[config.mk]
export PLATFORM = sky130hd
export DESIGN_NAME = image_blender_pipe
export DESIGN_NICKNAME = d
export VERILOG_FILES = /design/src/rtl/image_blender_pkg.sv /design/src/rtl/blend_lane.sv /design/src/rtl/image_blender_pipe.sv
export SDC_FILE = /design/constraint.sdc
export NUM_CORES = 1
export LEC_CHECK = 0
export CAP_MARGIN = 20
export CELL_PAD_IN_SITES_DETAIL_PLACEMENT = 0
export CELL_PAD_IN_SITES_GLOBAL_PLACEMENT = 1
export CORE_AREA = 2 2 260 262
export CTS_CLUSTER_DIAMETER = 80
export CTS_CLUSTER_SIZE = 12
export DETAILED_ROUTE_END_ITERATION = 12
export DIE_AREA = 0 0 262 264
export MAX_ROUTING_LAYER = met4
export PLACE_DENSITY_LB_ADDON = 0.1
export SETUP_SLACK_MARGIN = 0.3
export SLEW_MARGIN = 20
export SYNTH_ARGS = -nofsm -noshare
export SYNTH_HDL_FRONTEND = slang
export SYNTH_SLANG_ARGS = --single-unit
export TNS_END_PERCENT = 30
[constraint.sdc]
create_clock -name clk -period 4.9 [get_ports clk]
set_input_delay 0.98 -clock clk [delete_from_list [all_inputs] [get_ports clk]]
set_output_delay 0.98 -clock clk [all_outputs]
set_load 0.1 [all_outputs]
[src/rtl/image_blender_pkg.sv]
// Shared command encodings and power-up configuration for the image blender pipe.
// The default weights of 1/1 with shift 0 make an unconfigured block average its inputs.
package image_blender_pkg;

  localparam logic [1:0] CMD_PIXEL        = 2'd0;
  localparam logic [1:0] CMD_LOAD_SHIFT   = 2'd1;
  localparam logic [1:0] CMD_LOAD_WEIGHTS = 2'd2;
  localparam logic [1:0] CMD_LOAD_ALPHA   = 2'd3;

  localparam int WA_RST    = 1;
  localparam int WB_RST    = 1;
  localparam int SHIFT_RST = 0;

endpackage

[src/rtl/blend_lane.sv]
// One channel of the blender: stage-1 product registers, then a combinational
// add, divide-by-power-of-two and saturate that feeds the top-level output register.
module blend_lane #(
  parameter int PIX_W   = 8,
  parameter int WGT_W   = 8,
  parameter int SHIFT_W = 4
) (
  input  logic               clk,
  input  logic               rst,
  input  logic               load,
  input  logic [PIX_W-1:0]   a,
  input  logic [PIX_W-1:0]   b,
  input  logic [WGT_W-1:0]   wa,
  input  logic [WGT_W-1:0]   wb,
  input  logic [SHIFT_W-1:0] shift,
  output logic [PIX_W-1:0]   result
);

  localparam int PROD_W = PIX_W + WGT_W;
  localparam int SUM_W  = PROD_W + 1;
  localparam logic [PIX_W-1:0] PIX_MAX = '1;

  logic [PROD_W-1:0]  prod_a;
  logic [PROD_W-1:0]  prod_b;
  logic [SUM_W-1:0]   sum;
  logic [SUM_W-1:0]   scaled;
  logic [SHIFT_W:0]   amt;

  always_ff @(posedge clk or negedge rst) begin
    if (!rst) begin
      prod_a <= '0;
      prod_b <= '0;
    end else if (load) begin
      prod_a <= PROD_W'(wa) * PROD_W'(a);
      prod_b <= PROD_W'(wb) * PROD_W'(b);
    end
  end

  // shift is the value captured alongside the products, so the divisor is 2^(shift+1)
  always_comb begin
    sum    = SUM_W'(prod_a) + SUM_W'(prod_b);
    amt    = (SHIFT_W+1)'(shift) + (SHIFT_W+1)'(1);
    scaled = (32'(amt) >= SUM_W) ? '0 : (sum >> amt);
    if (scaled > SUM_W'(PIX_MAX)) result = PIX_MAX;
    else                          result = scaled[PIX_W-1:0];
  end

endmodule

[src/rtl/image_blender_pipe.sv]
// Two-stage weighted blender of two multi-channel pixel streams with in-band
// configuration beats; handshake and configuration live here, arithmetic in blend_lane.
module image_blender_pipe
  import image_blender_pkg::*;
#(
  parameter int PIX_W   = 8,
  parameter int CH      = 3,
  parameter int WGT_W   = 8,
  parameter int SHIFT_W = 4
) (
  input  logic                clk,
  input  logic                rst,
  input  logic [1:0]          cmd,
  input  logic                in_valid,
  output logic                in_ready,
  input  logic [CH*PIX_W-1:0] data_a,
  input  logic [CH*PIX_W-1:0] data_b,
  output logic                out_valid,
  input  logic                out_ready,
  output logic [CH*PIX_W-1:0] data_out
);

  localparam int DW = CH * PIX_W;
  localparam int AW = (1 << SHIFT_W) + WGT_W + 2;
  localparam logic [WGT_W-1:0] WGT_MAX = '1;

  logic [WGT_W-1:0]   wa;
  logic [WGT_W-1:0]   wb;
  logic [SHIFT_W-1:0] shift;
  logic [SHIFT_W-1:0] s1_shift;
  logic               s1_valid;
  logic               adv2;
  logic               accept;
  logic               pix_load;
  logic [SHIFT_W:0]   alpha_amt;
  logic [AW-1:0]      alpha_full;
  logic [AW-1:0]      alpha_wa;
  logic [AW-1:0]      alpha_diff;
  logic [WGT_W-1:0]   alpha_wb;
  logic [DW-1:0]      lane_out;

  assign adv2     = ~out_valid | out_ready;
  assign in_ready = ~s1_valid | adv2;
  assign accept   = in_valid & in_ready;
  assign pix_load = accept & (cmd == CMD_PIXEL);

  // Alpha mode derives wb so that wa + wb equals the current divisor 2^(shift+1)
  always_comb begin
    alpha_amt  = (SHIFT_W+1)'(shift) + (SHIFT_W+1)'(1);
    alpha_full = AW'(1) << alpha_amt;
    alpha_wa   = AW'(data_a[WGT_W-1:0]);
    alpha_diff = alpha_full - alpha_wa;
    if (alpha_wa > alpha_full)           alpha_wb = '0;
    else if (alpha_diff > AW'(WGT_MAX))  alpha_wb = WGT_MAX;
    else                                 alpha_wb = alpha_diff[WGT_W-1:0];
  end

  always_ff @(posedge clk or negedge rst) begin
    if (!rst) begin
      wa    <= WGT_W'(WA_RST);
      wb    <= WGT_W'(WB_RST);
      shift <= SHIFT_W'(SHIFT_RST);
    end else if (accept) begin
      case (cmd)
        CMD_LOAD_SHIFT: shift <= data_a[SHIFT_W-1:0];
        CMD_LOAD_WEIGHTS: begin
          wa <= data_a[WGT_W-1:0];
          wb <= data_b[WGT_W-1:0];
        end
        CMD_LOAD_ALPHA: begin
          wa <= data_a[WGT_W-1:0];
          wb <= alpha_wb;
        end
        default: ;
      endcase
    end
  end

  // Stage 1 refills whenever it is free or draining; config beats simply leave it empty
  always_ff @(posedge clk or negedge rst) begin
    if (!rst) begin
      s1_valid  <= 1'b0;
      s1_shift  <= '0;
      out_valid <= 1'b0;
      data_out  <= '0;
    end else begin
      if (in_ready) s1_valid <= pix_load;
      if (pix_load) s1_shift <= shift;
      if (adv2) begin
        out_valid <= s1_valid;
        if (s1_valid) data_out <= lane_out;
      end
    end
  end

  for (genvar c = 0; c < CH; c++) begin : g_lane
    blend_lane #(
      .PIX_W   (PIX_W),
      .WGT_W   (WGT_W),
      .SHIFT_W (SHIFT_W)
    ) u_lane (
      .clk    (clk),
      .rst    (rst),
      .load   (pix_load),
      .a      (data_a[c*PIX_W +: PIX_W]),
      .b      (data_b[c*PIX_W +: PIX_W]),
      .wa     (wa),
      .wb     (wb),
      .shift  (s1_shift),
      .result (lane_out[c*PIX_W +: PIX_W])
    );
  end

endmodule

; ---- Word-level counts from Yosys, hierarchy flattened
; Cells that the tools add are included.
[word_totals]
register_bits = 146
in_bits = 54
output_inout_bits = 26
wordCells = 60
[op_classes]
n_addsub = 6
n_mul = 6
n_lt_le_gt_ge = 6
eq_ne = 3
shift = 4
n_mux = 9
bitwise = 6
reduce_logical = 7
[op_table]
columns = operator, n
row1 = $mul A8 B8 Y16, 6
row2 = $add A16 B16 Y17, 3
row3 = $gt A17 B8 Y1 const B, 3
row4 = $mux W17, 3
row5 = $shr A17 B5 Y17, 3
row6 = $mux W8, 5
row7 = $gt A26 B8 Y1 const B, 1
row8 = $gt A8 B26 Y1, 1
row9 = $shl A1 B5 Y26 const A, 1
row10 = $sub A26 B8 Y26, 1
row11 = $pmux W8 S2, 1
row12 = $add A4 B1 Y5 const B, 2
row13 = $reduce_and A2 Y1, 4
row14 = $ge A5 B5 Y1 const B, 1
row15 = $eq A2 B2 Y1 const B, 2
row16 = $and A1 B1 Y1, 2
row17 = $eq A2 B1 Y1 const B, 1
row18 = $logic_not A2 Y1, 1
row19 = $not A1 Y1, 2
row20 = $or A1 B1 Y1, 2
row21 = $reduce_bool A2 Y1, 1
row22 = $reduce_or A2 Y1, 1

; ---- Logic depth before layout (Yosys ltp)
[depth]
ltp_word = 7
mapped_depth = 20
depth_no_buf = 19

; ---- Cells and area by module
; Synthesis repeated with hierarchy kept, for this count alone.
[unflattened]
hier_cells = 2664
area_unflattened_um2 = 23699.0
[by_module_without_submodules]
columns = module, instances, cells_each, area_per_inst_um2, seq_area_each_um2
row1 = blend_lane (g_lane[2].u_lane), 1, 831, 7216.9, 800.8
row2 = blend_lane (g_lane[0].u_lane), 1, 822, 7046.8, 800.8
row3 = blend_lane (g_lane[1].u_lane), 1, 771, 6800.3, 800.8
row4 = image_blender_pipe, 1, 240, 2635.0, 1253.7

; ---- Least setup slack after synthesis
; Ideal clock, no wire load.
[synth_path]
path_type = input to register
start = input port data_b[5]
end = register g_lane[0].u_lane.prod_b[15]
setup_ns = 0.071
arrival_time_ns = 5.142
t_required_ns = 4.829
setup_slack_ns = -0.314
cell_stages = 17
n_path_buf = 1
cell_sequence = buf_1 > nand2_1 > fa_1 > fa_1 > inv_1 > fa_1 > inv_1 > fa_1 > inv_1 > ha_1 > a21boi_0 > o21ai_0 > a21boi_0 > o2111a_1 > nor3_1 > or4b_2 > nand3_1
[synth_between]
elab_chain_cells = 1
[synth_rtl]
columns = element, line_no
row1 = "start, declared", image_blender_pipe.sv:17  ; input logic [CH*PIX_W-1:0] data_b,
row2 = $mul A8 B8 Y16, blend_lane.sv:35  ; prod_b <= PROD_W'(wb) * PROD_W'(b);
row3 = "end signal, assigned", blend_lane.sv:35
row4 = "end, declared", blend_lane.sv:24  ; logic [PROD_W-1:0] prod_b;
; Every way passes these cells.
; A chain may end at the register's enable or synchronous reset.

; ---- Worst setup path after layout
[layout_path]
start = input port data_a[0]
end = register g_lane[0].u_lane.prod_a[15]
[layout_between]
elab_chain_cells = 1
[layout_rtl]
columns = element, line_no
row1 = "start, declared", image_blender_pipe.sv:16  ; input logic [CH*PIX_W-1:0] data_a,
row2 = $mul A8 B8 Y16, blend_lane.sv:34  ; prod_a <= PROD_W'(wa) * PROD_W'(a);
row3 = "end signal, assigned", blend_lane.sv:34
row4 = "end, declared", blend_lane.sv:23  ; logic [PROD_W-1:0] prod_a;
; Every way passes these cells.

==> flow_summary.ini <==
[placement]
hpwl_um = 56200
place.gp.congestion = 0.886
io_buffers = 79

[clock_tree]
cts_buffer_depth = 2
htree_levels = 4
clock_latency_ns = 0.46
clock_sinks = 146
holdBufCountCts = 0
cts_tree = built
cts_made_buffers = 17
root_buffer = clkbuf_16
cts.clk_slew.worst_paths_ns = 0.07

[routing]
drt_iter0_markers = 1156
drtAntennaViolNets = 0
vias_per_cell = 5.18
drcViolationCount = 0
dr.pass1.iters = 5
drt_wl_total_um = 69900
vias = 20070
post_drt_wl_per_cell_um = 18.0

[logic_synthesis]
synth_area_sq_um = 23000
syn_area_per_cell_sq_um = 8.32
syn_inst = 2765
ys_seq_area_share_pct = 15.9
synth_edf_count = 0
ys_types = 81
ys_seq_elements = 146
syn_nets = 3311
yosysWarnings = 0
async_reset_ff_share_pct = 100
dominantRegCellSynth = dfrtp_1

[cells_and_area]
seqCellArea_sq_um = 3670
drive_gt1_share_pct = 16.4
fill_cells = 6846
area_delta_synth_final_pct = 20.7
fin_nets = 3537
multi_input_area_sq_um = 18300

[worst_setup_path]
cp_common_cell = fa_1
start_kind = primary input
required_ns = 5.30
cp_num_buf_inv = 4
worst-setup-path-type = primary input to flop
path_cells = clkdlybuf4s50_1 -> buf_6 -> and2_1 -> fa_1 -> inv_1 -> fa_1 -> inv_1 -> fa_1 -> ha_4 -> o21ai_4 -> a21boi_4 -> o21ai_2 -> a21oi_2 -> o2111a_1 -> nor3_2 -> or4b_4 -> nand3_2
end_kind = flop
cp.arrival_ns = 4.98
cpMaxStageDelayCell = fa_1
cp_max_fo = 7
crit_family = adder cells
crit_path_max_incr_delay_ns = 0.53

[worst_hold_path]
hold_class = flop to flop

[sta]
timing_hold_violations_final = 0
fin_tns_setup_ns = 0
timing.final.max_slew_violations = 0
max_freq_mhz = 218
worst_pin_slew_ns = 1.20
rsz0062_at_grt = true
max-slew-margin-rel_pct = 18.9
layout_min_cycle_time_ns = 4.58
worst_clock_skew_ns = 0.0100
finalCritPeriodShare_pct = 93.5
setup_violations = 0

[floorplanning]
initial_core_util_pct = 34.6
dieArea_sq_um = 69200
rows = 95
die_h_um = 264
die_w_um = 262
boundaryPins = 80
core_area_sq_um = 66600

[pwr]
pwr_density_cell_nw_per_um2 = 575
ir_drop_mv = 0.302
switchingPower_mw = 8.11
finalPower_mw = 16.0
p_leak_nw = 13.7
internal-power_mw = 7.84
seq_power_share_pct = 13.3
switching_share_pct = 50.8
clkPwrFrac_pct = 9.0
pwr-share-comb_pct = 77.8

[global_routing]
antenna_found_initial = 0
grt_overflow = 0
grt_pass1_wl_um = 113000
grt_pass1_vias = 20845
grt_usage_pct = 21.3
grt_max_degree = 88

[outcome]
status = complete, no violations

[flow_run]
maxCapViolCount = 0
-- layout make-up --
class	instances	share of cell area, %
flip-flops and latches	146	13.2
diodes	1	0.00902
clock buffers	23	1.69
clock inverters	9	0.559
repair buffers	335	10.2
multi-input cells	2163	65.9
inverters	328	4.44
well taps	873	3.94
-- flip-flops by register name, summed over array words and instances (netlist names) --
register              count
wa                        8
out_valid                 1
shift                     4
g_lane.u_lane.prod_b     48
g_lane.u_lane.prod_a     48
wb                        8
s1_valid                  1
s1_shift                  4
data_out                 24
-- final timing paths --
kind / startpoint / slack (ns) / depth (start not counted) / to
worst max-delay path: data_a[0] / 0.32 / 17 / g_lane[0].u_lane.prod_a[15]$_DFFE_PN0P_
worst min-delay path: g_lane[0].u_lane.prod_a[2]$_DFFE_PN0P_ / 0.48 / 2 / g_lane[0].u_lane.prod_a[2]$_DFFE_PN0P_
worst max register to register: wb[0]$_DFFE_PN1P_ / 0.33 / 16 / g_lane[0].u_lane.prod_b[15]$_DFFE_PN0P_
worst min register to register: g_lane[0].u_lane.prod_a[2]$_DFFE_PN0P_ / 0.48 / 2 / g_lane[0].u_lane.prod_a[2]$_DFFE_PN0P_
max in group asynchronous: rst / 3.41 / 2 / wa[2]$_DFFE_PN0P_
min in group asynchronous: rst / 0.53 / 1 / g_lane[1].u_lane.prod_b[14]$_DFFE_PN0P_
-- placed cells by master, fill, tap and decap left out, types with 16 or more instances in the layout --
cell type        instances
o211ai_1                29
clkdlybuf4s50_1         33
buf_4                  233
ha_1                   252
or3_1                   17
inv_1                  314
nand3_1                 41
mux2_2                  16
nor2_1                 130
nand2b_1                22
a21o_1                  39
clkbuf_16               18
and2_4                  18
and2_1                 209
xnor2_1                 49
a31oi_1                 23
ha_4                    18
mux2i_1                 26
nor3_1                  43
dfrtp_1                140
o21ai_2                 18
o31ai_1                 19
and3_1                  22
xor2_1                  44
o21ai_0                129
nand2_1                400
a21oi_1                 84
a211oi_1                28
fa_1                   209
-- synth_stat cells (5+ instances only) --
| master | n | share of area, % |
|---|---|---|
| xnor2_1 | 49 | 1.9 |
| xor2_1 | 44 | 1.7 |
| mux2i_1 | 26 | 1.1 |
| o311ai_0 | 7 | 0.27 |
| a21boi_0 | 9 | 0.29 |
| nand2b_1 | 22 | 0.60 |
| a211oi_1 | 28 | 0.91 |
| o41ai_1 | 5 | 0.19 |
| a21o_1 | 39 | 1.3 |
| mux2_2 | 16 | 0.78 |
| o21bai_1 | 9 | 0.29 |
| fa_1 | 220 | 19 |
| inv_1 | 328 | 5.4 |
| o21ai_0 | 158 | 3.4 |
| nor4_1 | 12 | 0.33 |
| or2_2 | 7 | 0.19 |
| o21a_1 | 11 | 0.36 |
| nand2_1 | 408 | 6.7 |
| a22o_1 | 5 | 0.19 |
| dfrtp_1 | 144 | 16 |
| a211o_1 | 8 | 0.30 |
| buf_1 | 12 | 0.20 |
| o211ai_1 | 29 | 0.95 |
| a21oi_1 | 95 | 2.1 |
| and3_1 | 22 | 0.60 |
| o22ai_1 | 11 | 0.30 |
| o31ai_1 | 19 | 0.62 |
| a221oi_1 | 7 | 0.27 |
| and2_1 | 227 | 6.2 |
| a31oi_1 | 24 | 0.65 |
| o2111ai_1 | 5 | 0.19 |
| nor2b_1 | 18 | 0.49 |
| or3_1 | 18 | 0.49 |
| mux4_2 | 10 | 0.98 |
| ha_1 | 272 | 15 |
| clkbuf_1 | 110 | 1.8 |
| nand4_1 | 12 | 0.33 |
| nand3b_1 | 5 | 0.16 |
| nor3b_1 | 9 | 0.29 |
| nor3_1 | 48 | 1.0 |
| nor2_1 | 130 | 2.1 |
| nand3_1 | 44 | 0.96 |
-- cell families (layout without fill, tap and decap cells) --
logic type	after synthesis	in the layout	share of synthesized area [%]
and+or+nand+nor	991	991	20.8
DFF	146	146	15.9
AOI/OAI and AO/OA	534	534	15.4
muxes	52	52	2.89
adders and majority gates	492	492	33.9
other	1	2	0.0163
buffers and inverters	456	695	7.51
xor gates and xnor gates	93	93	3.54
-- power groups by stage --
stage | clock network [mW] | logic [mW] | registers [mW]
after floorplan | 0 | 7.44 | 2.56
after global placement | 0 | 11.8 | 2.16
after detailed placement | 0 | 11.8 | 2.17
after CTS | 1.46 | 12.2 | 2.15
after global routing | 1.51 | 13.8 | 2.17
final | 1.43 | 12.4 | 2.11
-- metal layers --
| metal | up-vias | part of all wire, % | GRT usage, % |
|---|---|---|---|
| met1 | 9946 | 44 | 26.4 |
| met2 | 304 | 51 | 37.0 |
| li1 | 9752 | - | - |
| met4 | 0 | 2.3 | 5.33 |
| met3 | 68 | 2.5 | 2.13 |
| met5 | - | 0 | - |
-- worst min-delay path, cell delays in order (launching register included) --
cell,delay (ns)
dfrtp_1,0.35
nand2_1,0.05
nand2_1,0.06
-- timing repair --
item,4_1_cts,5_1_grt
cloned,0,1
pin swaps,75,102
buffers inserted,3,25
resized for setup,132,119
setup endpoints to repair,37,36
-- through the flow --
stage	instance area [sq um]	hold WS [ns]	setup slack, ns	cells	utilization [%]
after floorplan	23200	0.450	0.0704	2765	-
after global placement	26400	0.466	-0.587	3816	39.7
after detailed placement	26400	0.468	-0.647	3816	39.7
after CTS	27300	0.484	0.265	3851	41.1
after global routing	27800	0.511	0.183	3877	41.7
final	27800	0.483	0.319	3878	41.7
No activity file was read; power rests on OpenSTA's default activity.
